File: src/rtl/bbox_scanner.sv
// Bounding-box pixel scanner: latches one triangle, clamps its bounding box to the screen,
// and emits every pixel in that box in row-major order, one per valid/ready handshake.
module bbox_scanner #(
    parameter int SYS_BIT_WIDTH = 10,
    parameter int H_PIXELS      = 320,
    parameter int V_PIXELS      = 240
) (
    input  logic                     clk_in,
    input  logic                     rst_in,
    input  logic                     tri_valid_in,
    output logic                     tri_ready_out,
    input  logic [SYS_BIT_WIDTH-1:0] vertex_ax_in,
    input  logic [SYS_BIT_WIDTH-1:0] vertex_ay_in,
    input  logic [SYS_BIT_WIDTH-1:0] vertex_bx_in,
    input  logic [SYS_BIT_WIDTH-1:0] vertex_by_in,
    input  logic [SYS_BIT_WIDTH-1:0] vertex_cx_in,
    input  logic [SYS_BIT_WIDTH-1:0] vertex_cy_in,
    input  logic                     out_ready_in,
    output logic                     valid_out,
    output logic [SYS_BIT_WIDTH-1:0] point_x_out,
    output logic [SYS_BIT_WIDTH-1:0] point_y_out,
    output logic [SYS_BIT_WIDTH-1:0] vertex_ax_out,
    output logic [SYS_BIT_WIDTH-1:0] vertex_ay_out,
    output logic [SYS_BIT_WIDTH-1:0] vertex_bx_out,
    output logic [SYS_BIT_WIDTH-1:0] vertex_by_out,
    output logic [SYS_BIT_WIDTH-1:0] vertex_cx_out,
    output logic [SYS_BIT_WIDTH-1:0] vertex_cy_out,
    output logic                     last_out,
    output logic                     done_out
);

    localparam logic [SYS_BIT_WIDTH-1:0] X_LIM = SYS_BIT_WIDTH'(H_PIXELS - 1);
    localparam logic [SYS_BIT_WIDTH-1:0] Y_LIM = SYS_BIT_WIDTH'(V_PIXELS - 1);

    typedef enum logic [1:0] {IDLE, BBOX, SCAN} state_t;

    state_t                   r_state;
    logic [SYS_BIT_WIDTH-1:0] r_ax, r_ay, r_bx, r_by, r_cx, r_cy;
    logic [SYS_BIT_WIDTH-1:0] r_min_x, r_max_x, r_max_y;
    logic [SYS_BIT_WIDTH-1:0] r_cur_x, r_cur_y;
    logic                     r_valid, r_last, r_done;

    logic [SYS_BIT_WIDTH-1:0] w_min_x, w_min_y, w_raw_max_x, w_raw_max_y;
    logic [SYS_BIT_WIDTH-1:0] w_max_x, w_max_y;
    logic [SYS_BIT_WIDTH-1:0] w_next_x, w_next_y;
    logic                     w_empty;

    function automatic logic [SYS_BIT_WIDTH-1:0] min3(
        input logic [SYS_BIT_WIDTH-1:0] a,
        input logic [SYS_BIT_WIDTH-1:0] b,
        input logic [SYS_BIT_WIDTH-1:0] c
    );
        logic [SYS_BIT_WIDTH-1:0] m;
        m = (a < b) ? a : b;
        return (m < c) ? m : c;
    endfunction

    function automatic logic [SYS_BIT_WIDTH-1:0] max3(
        input logic [SYS_BIT_WIDTH-1:0] a,
        input logic [SYS_BIT_WIDTH-1:0] b,
        input logic [SYS_BIT_WIDTH-1:0] c
    );
        logic [SYS_BIT_WIDTH-1:0] m;
        m = (a > b) ? a : b;
        return (m > c) ? m : c;
    endfunction

    always_comb begin
        w_min_x     = min3(r_ax, r_bx, r_cx);
        w_min_y     = min3(r_ay, r_by, r_cy);
        w_raw_max_x = max3(r_ax, r_bx, r_cx);
        w_raw_max_y = max3(r_ay, r_by, r_cy);
        w_max_x     = (w_raw_max_x > X_LIM) ? X_LIM : w_raw_max_x;
        w_max_y     = (w_raw_max_y > Y_LIM) ? Y_LIM : w_raw_max_y;
        // Clamping only lowers max, so a min inside the screen always leaves max >= min.
        w_empty     = (w_min_x > X_LIM) || (w_min_y > Y_LIM);
        w_next_x    = r_cur_x + 1'b1;
        w_next_y    = r_cur_y + 1'b1;
    end

    always_ff @(posedge clk_in or posedge rst_in) begin
        if (rst_in) begin
            r_state <= IDLE;
            r_ax    <= '0;
            r_ay    <= '0;
            r_bx    <= '0;
            r_by    <= '0;
            r_cx    <= '0;
            r_cy    <= '0;
            r_min_x <= '0;
            r_max_x <= '0;
            r_max_y <= '0;
            r_cur_x <= '0;
            r_cur_y <= '0;
            r_valid <= 1'b0;
            r_last  <= 1'b0;
            r_done  <= 1'b0;
        end else begin
            r_done <= 1'b0;
            case (r_state)
                IDLE: begin
                    if (tri_valid_in) begin
                        r_ax    <= vertex_ax_in;
                        r_ay    <= vertex_ay_in;
                        r_bx    <= vertex_bx_in;
                        r_by    <= vertex_by_in;
                        r_cx    <= vertex_cx_in;
                        r_cy    <= vertex_cy_in;
                        r_state <= BBOX;
                    end
                end
                BBOX: begin
                    if (w_empty) begin
                        r_done  <= 1'b1;
                        r_state <= IDLE;
                    end else begin
                        r_min_x <= w_min_x;
                        r_max_x <= w_max_x;
                        r_max_y <= w_max_y;
                        r_cur_x <= w_min_x;
                        r_cur_y <= w_min_y;
                        r_valid <= 1'b1;
                        r_last  <= (w_min_x == w_max_x) && (w_min_y == w_max_y);
                        r_state <= SCAN;
                    end
                end
                SCAN: begin
                    // last_out is registered, so it is computed for the point being moved to.
                    if (out_ready_in) begin
                        if (r_cur_x != r_max_x) begin
                            r_cur_x <= w_next_x;
                            r_last  <= (w_next_x == r_max_x) && (r_cur_y == r_max_y);
                        end else if (r_cur_y != r_max_y) begin
                            r_cur_x <= r_min_x;
                            r_cur_y <= w_next_y;
                            r_last  <= (r_min_x == r_max_x) && (w_next_y == r_max_y);
                        end else begin
                            r_valid <= 1'b0;
                            r_last  <= 1'b0;
                            r_done  <= 1'b1;
                            r_state <= IDLE;
                        end
                    end
                end
                default: r_state <= IDLE;
            endcase
        end
    end

    assign tri_ready_out = (r_state == IDLE);
    assign valid_out     = r_valid;
    assign last_out      = r_last;
    assign done_out      = r_done;
    assign point_x_out   = r_cur_x;
    assign point_y_out   = r_cur_y;
    assign vertex_ax_out = r_ax;
    assign vertex_ay_out = r_ay;
    assign vertex_bx_out = r_bx;
    assign vertex_by_out = r_by;
    assign vertex_cx_out = r_cx;
    assign vertex_cy_out = r_cy;

endmodule

File: config.mk
export PLATFORM = sky130hd
export DESIGN_NAME = bbox_scanner
export DESIGN_NICKNAME = d
export VERILOG_FILES = /design/src/rtl/bbox_scanner.sv
export SDC_FILE = /design/constraint.sdc
export NUM_CORES = 1
export LEC_CHECK = 0
export ABC_AREA = 1
export ABC_CLOCK_PERIOD_IN_PS = 8550
export CAP_MARGIN = 20
export CORE_UTILIZATION = 45
export DETAILED_ROUTE_END_ITERATION = 10
export PLACE_DENSITY = 0.78
export SETUP_SLACK_MARGIN = 0.02
export SYNTH_ARGS = -nofsm -noshare
export SYNTH_HDL_FRONTEND = slang
export SYNTH_SLANG_ARGS = --single-unit
File: constraint.sdc
create_clock -name clk_in -period 8.55 [get_ports clk_in]
set_clock_uncertainty 0.15 [all_clocks]
set_input_delay 1.71 -clock clk_in [delete_from_list [all_inputs] [get_ports clk_in]]
set_output_delay 1.71 -clock clk_in [all_outputs]
set_load 0.01 [all_outputs]
==> impl_metrics.yaml, run 1 <==
placed_design:
  place_congestion: 0.9339
  post-dp-hpwl_mm: 18.46
  portBuffers: 147
synthesis:
  ys_types: 48
  yosys.area_share.simple: 0.2773
  synth_top_family_by_area: "simple AND/OR/NAND/NOR gates"
  synthAdderAreaFrac: 0.09080
  ys_async_sr_fraction: 1.000
  synth-compound-area-share: 0.1590
  ys.flop_type: "dfrtp_1"
  ys_seq_area_frac: 0.3315
  synth_mux_area_frac: 0.002594
  syn_avg_cell_area_um2: 7.104
  synth.cell_area_um2: 8681
  yosysWarnings: 0
  synth_xor_area_frac: 0.04439
  synth_nets: 1349
  synthCells: 1222
  synth_edf_count: 0
  ys_seq_elements: 115
clock_tree:
  clock_sinks: 115
  clock_path_buffers: 2
  clk_pin_slew_ns: 0.06
  hold_buffers: 0
  cts-root-buf: "clkbuf_16"
  insertion_delay_ns: 0.43
  tritoncts: "built"
  post_cts_buffers: 0
  cts_resized: 0
  cts_buffers: 17
  htreeDepth: 4
global_route:
  antenna_found_initial: 1
  grt-ovfl-total: 0
  grt_max_degree: 118
  grt_pass1_vias: 7887
  grt.total_usage: 0.2550
  grt_pass1_wl_mm: 39.79
timing:
  fin_crit_ns: 5.175
  hold_violations: 0
  min_period_over_period: 0.6053
  slew_violations: 0
  setup_viol_count_final: 0
  fin_tns_setup_ns: 0
  tightest_slew_ns: 0.8745
  rsz0062_at_grt: "no"
  slew_headroom: 0.4170
  clock.fmax_mhz: 193.2
die:
  io_pins: 148
  std_cell_rows: 50
  die-area_um2: 19850
  dieHeight_um: 140.9
  core_area_um2: 18830
  die_w_um: 140.9
  initial_core_util: 0.4610
worst_setup_path:
  crit_type: "reg2reg"
  critPathMaxFanout: 28
  cp-end-kind: "flop"
  slowest_stage: "dfrtp_1"
  cp.required_ns: 8.75
  timing.critical_path.mode_cell: "nand2_1"
  start_kind: "flop"
  crit_arrival_ns: 5.38
  slowest_delay_ns: 0.41
job:
  maxCapViolations: 0
final_layout:
  diodes: 0
  fill_cells: 1738
  final_nets: 1474
  area_delta_synth_final_pct: 26.10
  layout-drive-gt1-share: 0.06176
drt:
  wl_mm: 24.54
  vias: 8535
  drt-vias-per-instance: 5.269
  dr.pass1.iters: 6
  avgRoutedWirePerCell_um: 15.15
  drtAntennaViolNets: 0
  drc: 0
  drt-initial-drc-count: 762
min_path:
  hp-class: "reg2reg"
status:
  status: "finished, final reports clean"
## stage by stage
| stage | hold WS (ns) | utilization | worst slack [ns] | cell area (µm²) | cells |
|---|---|---|---|---|---|
| 6_report | 0.3620 | 0.5813 | 3.375 | 10950 | 1620 |
| 3_5_place_dp | 0.3516 | 0.5438 | 3.507 | 10240 | 1586 |
| 2_1_floorplan | 0.3378 | - | 3.646 | 8681 | 1222 |
| 3_3_place_gp | 0.3481 | 0.5438 | 3.562 | 10240 | 1586 |
| 5_1_grt | 0.3912 | 0.5813 | 2.884 | 10950 | 1620 |
| 4_1_cts | 0.3596 | 0.5784 | 3.442 | 10890 | 1618 |
## routing by layer
layer	wire (µm)	vias up	global-route usage
met5	11	-	0
met4	296	2	0.07723
met3	1749	25	0.05774
met2	10960	323	0.3941
met1	11520	3950	0.3548
li1	-	4235	-
## cell usage after synthesis, drive strengths merged (3+ instances only)
| library cell | instances | share of area |
|---|---|---|
| nand2 | 301 | 0.14 |
| nor2 | 149 | 0.070 |
| inv | 147 | 0.064 |
| a21oi | 117 | 0.070 |
| dfrtp | 115 | 0.33 |
| o21ai | 98 | 0.058 |
| nand3 | 65 | 0.041 |
| ha | 63 | 0.091 |
| xor2 | 34 | 0.034 |
| buf | 27 | 0.023 |
| clkbuf | 18 | 0.0078 |
| nand4 | 14 | 0.011 |
| nand3b | 12 | 0.011 |
| a31oi | 11 | 0.0079 |
| xnor2 | 10 | 0.010 |
| nor3 | 7 | 0.0040 |
| o22ai | 5 | 0.0036 |
| a211oi | 3 | 0.0026 |
| a21boi | 3 | 0.0026 |
| a21o | 3 | 0.0026 |
| nor4 | 3 | 0.0022 |
| o211ai | 3 | 0.0026 |
| o21a | 3 | 0.0026 |
| or2 | 3 | 0.0022 |
## placed cells by master (no fill, tap or decap), types with 6 or more instances in the layout
master           instances
nand2_1                285
nor2_2                   6
clkbuf_16               17
nor2_1                 139
ha_1                    63
o21ai_0                 70
nand4_1                 13
a31oi_1                 11
xor2_1                  34
inv_1                  145
nand3b_1                10
nor3_1                   7
xnor2_1                 10
nand2_2                 12
a21oi_1                113
dfrtp_1                115
nand3_1                 61
o21ai_1                 24
clkdlybuf4s50_1        147
## layout make-up
class	instances	area, µm²	share of cell area
clock buffers	22	474.2	0.04332
clock inverters	10	177.7	0.01623
inverters	147	554.3	0.05063
multi-input cells	915	4996	0.4564
flip-flops and latches	115	2878	0.2629
well taps	260	325.3	0.02972
repair buffers	151	1541	0.1408
## worst paths after layout
check	start	end	slack (ns)	cells after the start
worst min-delay path	r_max_y[9]$_DFFE_PP0P_	r_max_y[9]$_DFFE_PP0P_	0.36	2
worst max-delay path	vertex_by_out[5]$_DFFE_PP0P_	last_out$_DFFE_PP0P_	3.37	32
worst max register to register	vertex_by_out[5]$_DFFE_PP0P_	last_out$_DFFE_PP0P_	3.37	32
worst min register to register	r_max_y[9]$_DFFE_PP0P_	r_max_y[9]$_DFFE_PP0P_	0.36	2
max in group asynchronous	rst_in	r_min_x[1]$_DFFE_PP0P_	5.37	3
min in group asynchronous	rst_in	vertex_ay_out[8]$_DFFE_PP0P_	1.62	2
## cells by family after synthesis
logic type      after synthesis
simple gates                554
compound gates              252
buf+inv                     192
flops                       115
fa+ha+maj                    63
xor+xnor                     44
mux                           2
## worst max-delay path, delay by kind of cell, from the launching register on
family	cells	cell delay [ns]
flip-flops	1	0.41
buffers and inverters	5	0.62
AND/OR/NAND/NOR	22	2.93
AO/OA/AOI/OAI	3	0.40
adder cells (fa/ha/maj)	2	0.56
Power of run 1 is not shown: default switching activity piles up to over one toggle a cycle in this logic, so the estimate is an artifact.
==> run 2: changes to the inputs <==
--- a/config.mk
+++ b/config.mk
@@ -6,7 +6,7 @@
 export NUM_CORES = 1
 export LEC_CHECK = 0
 export ABC_AREA = 1
-export ABC_CLOCK_PERIOD_IN_PS = 8550
+export ABC_CLOCK_PERIOD_IN_PS = 5300
 export CAP_MARGIN = 20
 export CORE_UTILIZATION = 45
 export DETAILED_ROUTE_END_ITERATION = 10
==> constraint.sdc (replaced) <==
create_clock -name clk_in -period 5.3 [get_ports clk_in]
set_clock_uncertainty 0.15 [all_clocks]
set_input_delay 1.06 -clock clk_in [delete_from_list [all_inputs] [get_ports clk_in]]
set_output_delay 1.06 -clock clk_in [all_outputs]
set_load 0.01 [all_outputs]
==> impl_metrics.yaml, run 2 (synthesized netlist as in run 1, its figures left out) <==
status:
  status: "finished, final reports clean"
drt:
  drtAntennaViolNets: 0
  dr.pass1.iters: 5
  drt-vias-per-instance: 5.175
  wl_mm: 24.15
  drt-initial-drc-count: 587
  vias: 8394
  drc: 0
  avgRoutedWirePerCell_um: 14.89
timing:
  clock.fmax_mhz: 211.2
  tightest_slew_ns: 0.9983
  rsz0062_at_grt: "no"
  fin_tns_setup_ns: 0
  fin_crit_ns: 4.735
  slew_violations: 0
  slew_headroom: 0.3344
  setup_viol_count_final: 0
  min_period_over_period: 0.8933
  hold_violations: 0
die:
  io_pins: 148
  initial_core_util: 0.4610
  die-area_um2: 19850
  die_w_um: 140.9
  core_area_um2: 18830
  std_cell_rows: 50
  dieHeight_um: 140.9
final_layout:
  mostFrequentLayoutCells: "nand2_1, clkdlybuf4s50_1, inv_1"
  area_delta_synth_final_pct: 24.53
  multi_input_comb_area_um2: 5009
  fill_cells: 1748
  mostFrequentLayoutCell: "nand2_1"
  final_nets: 1476
  layout-drive-gt1-share: 0.06167
  seqCellArea_um2: 2878
  diodes: 0
  final_util: 0.5741
global_route:
  grt_pass1_wl_mm: 39.41
  grt_max_degree: 95
  grt_pass1_vias: 7785
  grt-ovfl-total: 0
  antenna_found_initial: 1
  grt.total_usage: 0.2527
clock_tree:
  post_cts_buffers: 0
  cts-root-buf: "clkbuf_16"
  htreeDepth: 4
  tritoncts: "built"
  insertion_delay_ns: 0.43
  cts_buffers: 17
  clock_sinks: 115
  clk_pin_slew_ns: 0.05
  clock_path_buffers: 2
worst_setup_path:
  critPathMaxFanout: 41
  start_kind: "flop"
  rr_endpoint: "r_max_x[3]$_DFFE_PP0P_"
  r2r_start: "vertex_bx_out[5]$_DFFE_PP0P_"
  r2r_cells: 22
  crit_type: "reg2reg"
  cp.required_ns: 5.49
  r2r_setup_slack_ns: 0.57
  crit_arrival_ns: 4.93
  cp-end-kind: "flop"
job:
  maxCapViolations: 0
placed_design:
  portBuffers: 147
  place_congestion: 0.9200
  post-dp-hpwl_mm: 18.54
min_path:
  hold_end: "r_max_y[9]$_DFFE_PP0P_"
  whs_path_depth: 2
  hp-class: "reg2reg"
  holdCritStartpoint: "r_max_y[9]$_DFFE_PP0P_"
==> run 2: cell count changes in the layout (fill, tap and decap cells not counted), sizes merged <==
cell	previous run	this run
clkinv	4	7
clkinvlp	1	3
bufinv	5	0
buf	4	6
==> run 2: worst max-delay path by stage <==
stage,startpoint,slack [ns],end
6_report,vertex_bx_out[5]$_DFFE_PP0P_,0.57,r_max_x[3]$_DFFE_PP0P_
5_1_grt,vertex_by_out[5]$_DFFE_PP0P_,0.08,last_out$_DFFE_PP0P_
4_1_cts,vertex_bx_out[5]$_DFFE_PP0P_,0.45,r_max_x[3]$_DFFE_PP0P_
3_5_place_dp,vertex_bx_out[9]$_DFFE_PP0P_,0.49,r_max_x[3]$_DFFE_PP0P_
3_3_place_gp,vertex_bx_out[9]$_DFFE_PP0P_,0.49,r_max_x[3]$_DFFE_PP0P_
2_1_floorplan,rst_in,1.05,done_out$_DFF_PP0_
==> run 2: worst max-delay path, stage by stage, from the launching register on <==
cell and delay [ns]:
dfrtp_1 0.40, inv_1 0.08, ha_1 0.29, nand2_1 0.11
inv_1 0.05, nand2_1 0.07, nand2_1 0.07, nand2_1 0.12
nand3_4 0.21, o21ai_0 0.42, ha_1 0.32, nand2_1 0.09
o21a_1 0.13, o221a_2 0.34, nand2_2 0.23, o21ai_1 0.44
nand2_1 0.09, nand2_1 0.09, nand3_2 0.13, nor2_4 0.34
buf_12 0.26, nor2_1 0.07, a31oi_1 0.14
==> run 2: timing repair <==
item,CTS,global route
setup endpoints to repair,0,20
resized for setup,0,5
hold buffers,0,0
==> run 2: metal layers <==
metal / track usage / up-vias / share of wire
li1: - / 4250 / -
met1: 0.3513 / 3838 / 0.47
met2: 0.3854 / 268 / 0.44
met3: 0.06827 / 38 / 0.071
met4: 0.06979 / 0 / 0.018
met5: 0 / - / 0
==> run 2: final cells by class <==
type / instances / area share
Tap cell: 260 / 0.03009
Multi-Input combinational cell: 915 / 0.4633
Inverter: 147 / 0.05127
Clock inverter: 10 / 0.005671
Sequential cell: 115 / 0.2662
Clock buffer: 22 / 0.04201
Timing Repair Buffer: 153 / 0.1414
==> run 2: per-stage QoR <==
stage                     setup slack [ns]  instances  hold slack [ns]  cell area (µm²)
final                               0.5653       1622           0.3650            10810
after global routing               0.07726       1622           0.3763            10810
after CTS                           0.4470       1622           0.3635            10800
after detailed placement            0.4901       1590           0.3546            10280
after global placement              0.4943       1590           0.3431            10280
after floorplan                      1.046       1222           0.3378             8681
Power of run 2 is left out for the same reason.
